--- config.mk ---
export PLATFORM = sky130hd
export DESIGN_NAME = hsi_byte_rx
export DESIGN_NICKNAME = d
export VERILOG_FILES = /design/src/rtl/hsi_byte_rx_pkg.sv /design/src/rtl/sync_2ff.sv /design/src/rtl/hsi_byte_rx.sv
export SDC_FILE = /design/constraint.sdc
export NUM_CORES = 1
export LEC_CHECK = 0
export ABC_CLOCK_PERIOD_IN_PS = 2100
export BUFFER_PORTS_ARGS = -buffer_cell sky130_fd_sc_hd__buf_2
export CAP_MARGIN = 20
export CELL_PAD_IN_SITES_DETAIL_PLACEMENT = 0
export CELL_PAD_IN_SITES_GLOBAL_PLACEMENT = 1
export CORE_MARGIN = 4
export CORE_UTILIZATION = 25
export CTS_CLUSTER_SIZE = 20
export DETAILED_ROUTE_END_ITERATION = 6
export PLACE_DENSITY = 0.49
export SKIP_CTS_REPAIR_TIMING = 1
export SYNTH_ARGS = -nofsm -noshare
export SYNTH_HDL_FRONTEND = slang
export SYNTH_SLANG_ARGS = --single-unit
--- constraint.sdc ---
create_clock -name clk -period 2.1 [get_ports clk]
set_input_delay 0.21 -clock clk [delete_from_list [all_inputs] [get_ports clk]]
set_output_delay 0.21 -clock clk [all_outputs]
set_load 0.01 [all_outputs]
--- src/rtl/hsi_byte_rx_pkg.sv ---
// Shared definitions for the HSI serial receive front end: default timing,
// parity sense, FSM state encoding and the per-byte parity check.
package hsi_byte_rx_pkg;

    localparam int HSI_BIT_CLKS   = 16;
    localparam int HSI_GAP_BITS   = 4;
    localparam bit HSI_PARITY_ODD = 1'b1;

    typedef enum logic [2:0] {
        ST_IDLE   = 3'd0,
        ST_START  = 3'd1,
        ST_DATA   = 3'd2,
        ST_PARITY = 3'd3,
        ST_STOP   = 3'd4,
        ST_BREAK  = 3'd5
    } rx_state_t;

    // True when data plus parity bit does not give the expected total parity.
    function automatic logic parity_mismatch(input logic [7:0] data,
                                             input logic       par_bit,
                                             input logic       odd);
        return ((^data) ^ par_bit) != odd;
    endfunction

endpackage

--- src/rtl/sync_2ff.sv ---
// Generic two-flop synchroniser for a single asynchronous input. The reset
// value is an input so idle-high lines can come out of reset already idle.
module sync_2ff (
    input  logic clk,
    input  logic n_rst,
    input  logic rst_val,
    input  logic din,
    output logic dout
);

    logic stage1_reg;
    logic stage2_reg;

    // Two back-to-back flops to settle metastability on din.
    always_ff @(posedge clk or negedge n_rst) begin
        if (!n_rst) begin
            stage1_reg <= rst_val;
            stage2_reg <= rst_val;
        end else begin
            stage1_reg <= din;
            stage2_reg <= stage1_reg;
        end
    end

    assign dout = stage2_reg;

endmodule

--- src/rtl/hsi_byte_rx.sv ---
// HSI serial byte receiver: start, 8 data bits LSB first, parity, stop.
// Emits each byte on d/d_rdy with a parity flag, flags framing errors and
// marks the end of a message once the line has been idle for GAP_BITS bits.
module hsi_byte_rx
    import hsi_byte_rx_pkg::*;
#(
    parameter int BIT_CLKS   = HSI_BIT_CLKS,
    parameter int GAP_BITS   = HSI_GAP_BITS,
    parameter bit PARITY_ODD = HSI_PARITY_ODD
) (
    input  logic       clk,
    input  logic       n_rst,
    input  logic       rx,
    output logic [7:0] d,
    output logic       d_rdy,
    output logic       pb_err,
    output logic       frm_err,
    output logic       rx_msg_end,
    output logic       rx_busy
);

    localparam int BC_W = $clog2(BIT_CLKS);
    localparam int GC_W = $clog2(GAP_BITS * BIT_CLKS) + 1;

    localparam logic [BC_W-1:0] BC_MID  = BC_W'(BIT_CLKS / 2);
    localparam logic [BC_W-1:0] BC_LAST = BC_W'(BIT_CLKS - 1);
    // The pulse fires on the clock where gc would step onto the terminal
    // count, so the compare is one below it and gc never holds that value.
    localparam logic [GC_W-1:0] GC_PRE  = GC_W'(GAP_BITS * BIT_CLKS - 2);

    logic            rx_s;
    logic            rx_s_d_reg;
    logic            fall;
    rx_state_t       state_reg;
    logic [BC_W-1:0] bc_reg;
    logic [2:0]      bi_reg;
    logic [7:0]      shreg_reg;
    logic            par_bit_reg;
    logic [GC_W-1:0] gc_reg;
    logic            msg_active_reg;

    sync_2ff u_sync (
        .clk     (clk),
        .n_rst   (n_rst),
        .rst_val (1'b1),
        .din     (rx),
        .dout    (rx_s)
    );

    // Delayed copy of the synchronised line for falling-edge detection.
    always_ff @(posedge clk or negedge n_rst) begin
        if (!n_rst) begin
            rx_s_d_reg <= 1'b1;
        end else begin
            rx_s_d_reg <= rx_s;
        end
    end

    assign fall = rx_s_d_reg & ~rx_s;

    // Frame FSM, registered outputs and the inter-byte idle gap counter.
    always_ff @(posedge clk or negedge n_rst) begin
        if (!n_rst) begin
            state_reg      <= ST_IDLE;
            bc_reg         <= '0;
            bi_reg         <= '0;
            shreg_reg      <= '0;
            par_bit_reg    <= 1'b0;
            gc_reg         <= '0;
            msg_active_reg <= 1'b0;
            d              <= '0;
            d_rdy          <= 1'b0;
            pb_err         <= 1'b0;
            frm_err        <= 1'b0;
            rx_msg_end     <= 1'b0;
            rx_busy        <= 1'b0;
        end else begin
            d_rdy      <= 1'b0;
            pb_err     <= 1'b0;
            frm_err    <= 1'b0;
            rx_msg_end <= 1'b0;

            case (state_reg)
                ST_IDLE: begin
                    if (fall) begin
                        state_reg <= ST_START;
                        bc_reg    <= '0;
                        rx_busy   <= 1'b1;
                    end
                end
                ST_START: begin
                    if (bc_reg == BC_MID) begin
                        bc_reg <= '0;
                        if (!rx_s) begin
                            bi_reg    <= '0;
                            state_reg <= ST_DATA;
                        end else begin
                            // Line back high at mid start bit: a glitch.
                            state_reg <= ST_IDLE;
                            rx_busy   <= 1'b0;
                        end
                    end else begin
                        bc_reg <= bc_reg + 1'b1;
                    end
                end
                ST_DATA: begin
                    if (bc_reg == BC_LAST) begin
                        bc_reg            <= '0;
                        shreg_reg[bi_reg] <= rx_s;
                        if (bi_reg == 3'd7) begin
                            state_reg <= ST_PARITY;
                        end else begin
                            bi_reg <= bi_reg + 1'b1;
                        end
                    end else begin
                        bc_reg <= bc_reg + 1'b1;
                    end
                end
                ST_PARITY: begin
                    if (bc_reg == BC_LAST) begin
                        bc_reg      <= '0;
                        par_bit_reg <= rx_s;
                        state_reg   <= ST_STOP;
                    end else begin
                        bc_reg <= bc_reg + 1'b1;
                    end
                end
                ST_STOP: begin
                    if (bc_reg == BC_LAST) begin
                        bc_reg  <= '0;
                        rx_busy <= 1'b0;
                        if (rx_s) begin
                            d              <= shreg_reg;
                            d_rdy          <= 1'b1;
                            pb_err         <= parity_mismatch(shreg_reg, par_bit_reg, PARITY_ODD);
                            msg_active_reg <= 1'b1;
                            state_reg      <= ST_IDLE;
                        end else begin
                            // Byte discarded; wait for the line to recover.
                            frm_err   <= 1'b1;
                            state_reg <= ST_BREAK;
                        end
                    end else begin
                        bc_reg <= bc_reg + 1'b1;
                    end
                end
                ST_BREAK: begin
                    if (rx_s) begin
                        state_reg <= ST_IDLE;
                    end
                end
                default: begin
                    state_reg <= ST_IDLE;
                    bc_reg    <= '0;
                    rx_busy   <= 1'b0;
                end
            endcase

            // Gap counting only runs on a quiet idle line inside a message;
            // a falling edge on the terminal clock wins over the pulse.
            if (state_reg != ST_IDLE || fall || d_rdy) begin
                gc_reg <= '0;
            end else if (msg_active_reg) begin
                if (gc_reg == GC_PRE) begin
                    gc_reg         <= '0;
                    rx_msg_end     <= 1'b1;
                    msg_active_reg <= 1'b0;
                end else begin
                    gc_reg <= gc_reg + 1'b1;
                end
            end
        end
    end

endmodule

# Word level (Yosys, flattened, before mapping)

Index checks and enable logic that the tools add are counted.

Equal/unequal tests: 19
Mux-type cells: 48
Reductions and logical operators: 17
Bitwise gates (word level): 6
Magnitude comparators: 2
Add/subtract/negate cells: 3

Operator list:

| cell                                                                   | number |
|---|---|
| 3-bit two-way mux                                                      | 12 |
| 1-bit two-way mux                                                      | 23 |
| 7-bit two-way mux                                                      | 3 |
| 3-bit case mux with 6 select lines                                     | 1 |
| 2-bit != test (second input constant)                                  | 8 |
| 4-bit case mux with 4 select lines                                     | 1 |
| 4-bit two-way mux                                                      | 3 |
| 5-bit AND reduction                                                    | 2 |
| 3-bit equality test (second input constant)                            | 3 |
| 8-bit bitwise mux                                                      | 1 |
| 4-bit equality test (second input constant)                            | 2 |
| 8-bit parity                                                           | 1 |
| 7-bit by 1-bit adder with 7-bit output (second input constant)         | 1 |
| 7-bit by 6-bit equality test with 1-bit output (second input constant) | 1 |
| 7-bit AND reduction                                                    | 1 |
| 3-bit by 2-bit equality test with 1-bit output (second input constant) | 2 |
| 3-bit case mux with 2 select lines                                     | 1 |
| 2-bit AND reduction                                                    | 3 |
| 3-bit OR reduction                                                     | 2 |
| 4-bit by 1-bit adder with 4-bit output (second input constant)         | 1 |
| 3-bit by 4-bit < comparator with 1-bit output (second input constant)  | 1 |
| 2-bit by 1-bit != test with 1-bit output (second input constant)       | 2 |
| 1-bit inverter                                                         | 4 |
| 1-bit case mux with 4 select lines                                     | 1 |
| other kinds (13)                                                       | 15 |

Input bits: 3
Flip-flop bits (word level): 43
Word-level logic and storage cells: 111
Output and inout bits: 13

# Longest topological paths before layout

Word-level depth: 6
Gate-level depth with buffers: 6
Mapped depth without buffers: 6

# Worst setup path before layout

OpenSTA, ideal clock, no wires.

Path type: reg-to-reg
Start point: register bc_reg[0]
End point: register d[0]
Path slack: 0.283 ns
Data arrival time: 1.690 ns
Stages on the path, launching flop included: 6
Library setup time: 0.128 ns
Required time: 1.972 ns
Buffers on the path: 1
Clock period less this slack: 1.817 ns
Cell sequence: dfrtp_1 -> ha_1 -> nand3_2 -> nor4b_2 -> buf_4 -> mux2_1

Longest elaborated chain between the ends: 2

RTL lines:

| item                                 | line               | text |
|---|---|---|
| from (decl)                          | hsi_byte_rx.sv:35  | `logic [BC_W-1:0] bc_reg;` |
| from (signal assigned)               | hsi_byte_rx.sv:103 | `bc_reg <= bc_reg + 1'b1;` |
| from (signal assigned)               | hsi_byte_rx.sv:116 | `bc_reg <= bc_reg + 1'b1;` |
| from (signal assigned)               | hsi_byte_rx.sv:125 | `bc_reg <= bc_reg + 1'b1;` |
| 4-bit equality test                  | hsi_byte_rx.sv:129 | `if (bc_reg == BC_LAST) begin` |
| 3-bit AND reduction (no source line) | n/a                |  |
| to (signal assigned)                 | hsi_byte_rx.sv:133 | `d <= shreg_reg;` |
| to (decl)                            | hsi_byte_rx.sv:14  | `output logic [7:0] d,` |

Every way passes these cells.
A chain may end at the register's enable or synchronous reset.

# Worst setup path in the final report

Start point: register state_reg[0]
End point: register bi_reg[0]

Longest elaborated chain between the ends: 3
Elaborated cells on any way between the ends: 9
Those cells by class: eq/ne: 6; mux: 1; reduce/logical: 2

RTL lines:

| item                                                                                                             | line               | text |
|---|---|---|
| from (decl)                                                                                                      | hsi_byte_rx.sv:34  | `rx_state_t state_reg;` |
| from (signal assigned)                                                                                           | hsi_byte_rx.sv:64  | `state_reg <= ST_IDLE;` |
| from (signal assigned)                                                                                           | hsi_byte_rx.sv:86  | `state_reg <= ST_START;` |
| from (signal assigned)                                                                                           | hsi_byte_rx.sv:96  | `state_reg <= ST_DATA;` |
| 3-bit by 1-bit equality test with 1-bit output or 3-bit by 2-bit equality test with 1-bit output (tied branches) | hsi_byte_rx.sv:83  | `case (state_reg)` |
| 2-bit != test (no source line) or 2-bit nonzero test (tied branches)                                             | n/a                |  |
| 5-bit AND reduction (no source line)                                                                             | n/a                |  |
| to (signal assigned)                                                                                             | hsi_byte_rx.sv:113 | `bi_reg <= bi_reg + 1'b1;` |
| to (decl)                                                                                                        | hsi_byte_rx.sv:36  | `logic [2:0] bi_reg;` |

Several ways; a longest one is shown, not always the timed one.

==> reports/results.ini <==
[status]
status=finished, final reports clean

[worst_hold_path]
min_path_type=in -> reg

[detailed_routing]
wl_met1_um=2370
vias=1628
ant_nets=0
dr.pass1.iters=5
wl_met2_um=2180
wl_per_cell_um=14.1
wl_met3_um=166
route.detailed.drc=0
viasPerCell=4.86
routed.top_layer=met4
drt_iter0_drc=113
drt-total-wl_um=4740

[setup_path]
path_max_fanout=17
cp_data_arrival_time_ps=2090
crit_path_start_kind=register
critical_path.cell_chain=inv_1 > or4_1 > a21o_1 > mux2_2
critPathSlowestCell=dfrtp_1
slowest_delay_ps=650
crit_type=reg -> reg
crit_required_ps=2270
endpoint_kind=register

[timing]
period_needed_ps=1920
fin_crit_sh_pct=91.3
finalSetupViolCount=0
slew_headroom_pct=67.5
worst_pin_slew_ps=487
fmax_mhz=521
hold_violations=0
fin_worst_skew_ps=4.13
fin_hold_ws_ps=15.1
rsz0062_at_grt=no
drv_slew=0
tns_ps=0

[cts]
cts_tree=yes
cts_root_buf=clkbuf_8
htree_levels=2
clk_pin_slew_ps=80
insertion_delay_ps=290
clockBufferDepth=2
tritoncts.num_buffers=5
cts.sinks=43

[synth]
synthArstFlopShare_pct=100
synth_xor_area_share_pct=3.40
synthSimpleGateAreaFrac_pct=18.3
ys_seq_elements=43
synth.avg_cell_area_um2=10.8
syn_area_um2=2210
muxShareOfSynthArea_pct=9.19
ys_seq_area_share_pct=49.0
synth_nets=213
ys_types=52
synth_cells=204
synth_compound_area_share_pct=13.2
synth-edff-count=0
synth_top_flop_cell=dfrtp_1
synth_top_family_by_area=simple AND/OR/NAND/NOR gates
synthAdderAreaFrac_pct=3.40
ys_warn_count=0

[placement]
dp_hpwl_um=3410
placed_cell_area_um2=2460
gp_congestion=0.701
port_buffers=15

[global_route]
grt_max_degree=26
grt_pass1_wl_um=8220
grt_pass1_vias=1596
grt_util_all_layers_pct=9.83
antenna_found_initial=0
overflow=0

[final_layout]
final_nets=236
drive_above_1_share_pct=22.9
finalCoreUtilization_pct=29.6
num-fill-cells=908
seq_area_um2=1080
fin_area_um2=2550
antenna_cells=0
final_cell_mix=dfrtp_1 (40), nor2_1 (15), buf_2 (15)
syn2layout_area_growth_pct=15.8
multi_input_area_um2=1050
final_common_cell=dfrtp_1

[pwr]
power.density_nw_per_um2=828
vdd_drop_max_uv=218
power_mw=2.11
p_leak_nw=1.22

[floorplan]
rows=34
dieArea_um2=10400
initial_core_util_pct=25.5
die_h_um=102
num_io_pins=16
core_um2=8640
die_x_um=102

[run]
maxCapViolations=0

worst paths after layout:
kind / to / slack (ps) / startpoint / cells after the start
max: bi_reg[0]$_DFFE_PN0P_ / 180 / state_reg[0]$_DFFE_PN0P_ / 4
min: u_sync.stage1_reg$_DFF_PN1_ / 20 / rx / 1
max reg2reg: bi_reg[0]$_DFFE_PN0P_ / 180 / state_reg[0]$_DFFE_PN0P_ / 4
min reg2reg: u_sync.dout$_DFF_PN1_ / 360 / u_sync.stage1_reg$_DFF_PN1_ / 0
max in group asynchronous: rx_s_d_reg$_DFF_PN1_ / 1120 / n_rst / 3
min in group asynchronous: rx_msg_end$_DFF_PN0_ / 410 / n_rst / 2
metrics by stage:
| step | setup WS [ps] | instances |
|---|---|---|
| 3_3_place_gp | 212 | 327 |
| 2_1_floorplan | 283 | 204 |
| 5_1_grt | 73.1 | 335 |
| 3_5_place_dp | 234 | 327 |
| 6_report | 182 | 335 |
| 4_1_cts | 211 | 334 |
cells in the mapped netlist, types with 2 or more instances:
library cell / n / area [um2]
nor2_1: 15 / 56.3
buf_2: 2 / 10.0
o221ai_1: 2 / 17.5
a21o_1: 5 / 37.5
o21ai_1: 3 / 15.0
nand2_1: 5 / 18.8
o21ai_0: 6 / 30.0
dfrtp_1: 40 / 1000
xor2_1: 2 / 17.5
a22o_1: 2 / 17.5
nand4_1: 4 / 25.0
nor4_1: 4 / 25.0
nand2b_1: 3 / 18.8
mux2_1: 5 / 56.3
and2_1: 6 / 37.5
mux2_2: 13 / 146
a21oi_1: 11 / 55.1
dfstp_2: 3 / 78.8
and3_1: 6 / 37.5
xnor2_1: 4 / 35.0
nand3_1: 5 / 25.0
buf_4: 2 / 15.0
nor2b_1: 2 / 12.5
ha_1: 6 / 75.1
clkbuf_1: 6 / 22.5
nor3_1: 3 / 15.0
inv_1: 8 / 30.0
nand3b_1: 5 / 37.5
nor3b_1: 3 / 22.5
worst max-delay path, delay by kind of cell (launching register included):
family | cells | cell delay, ps
AOI/OAI and AO/OA | 1 | 220
muxes | 1 | 270
and+or+nand+nor | 1 | 490
DFF | 1 | 650
buffers and inverters | 1 | 180
report_power, final:
part	switching, mW	internal, mW	total (mW)	leakage [nW]
Clock	0.277	0.259	0.536	0.0470
Sequential	0.131	0.897	1.03	0.579
Combinational	0.302	0.249	0.551	0.597
logic make-up (layout without fill, tap and decap cells):
kind of cell,after synthesis,count (layout)
and+or+nand+nor,69,69
muxes,18,18
AOI/OAI and AO/OA,43,43
buffers and inverters,18,41
DFF,43,43
adders and majority gates,6,6
xor gates and xnor gates,7,7
metal layers:
| layer | track usage [%] | vias up |
|---|---|---|
| li1 | - | 785 |
| met1 | 14.2 | 808 |
| met2 | 15.3 | 31 |
| met3 | 2.25 | 4 |
| met4 | 1.82 | 0 |
| met5 | 0 | - |
final cells by class:
| type | count | area share (%) |
|---|---|---|
| inverters | 8 | 1.18 |
| well taps | 108 | 5.29 |
| repair buffers | 26 | 6.76 |
| multi-input cells | 143 | 41.1 |
| flip-flops and latches | 43 | 42.3 |
| clock inverters | 1 | 0.196 |
| clock buffers | 6 | 3.23 |
Note: power is estimated with default switching activity, not from simulation.
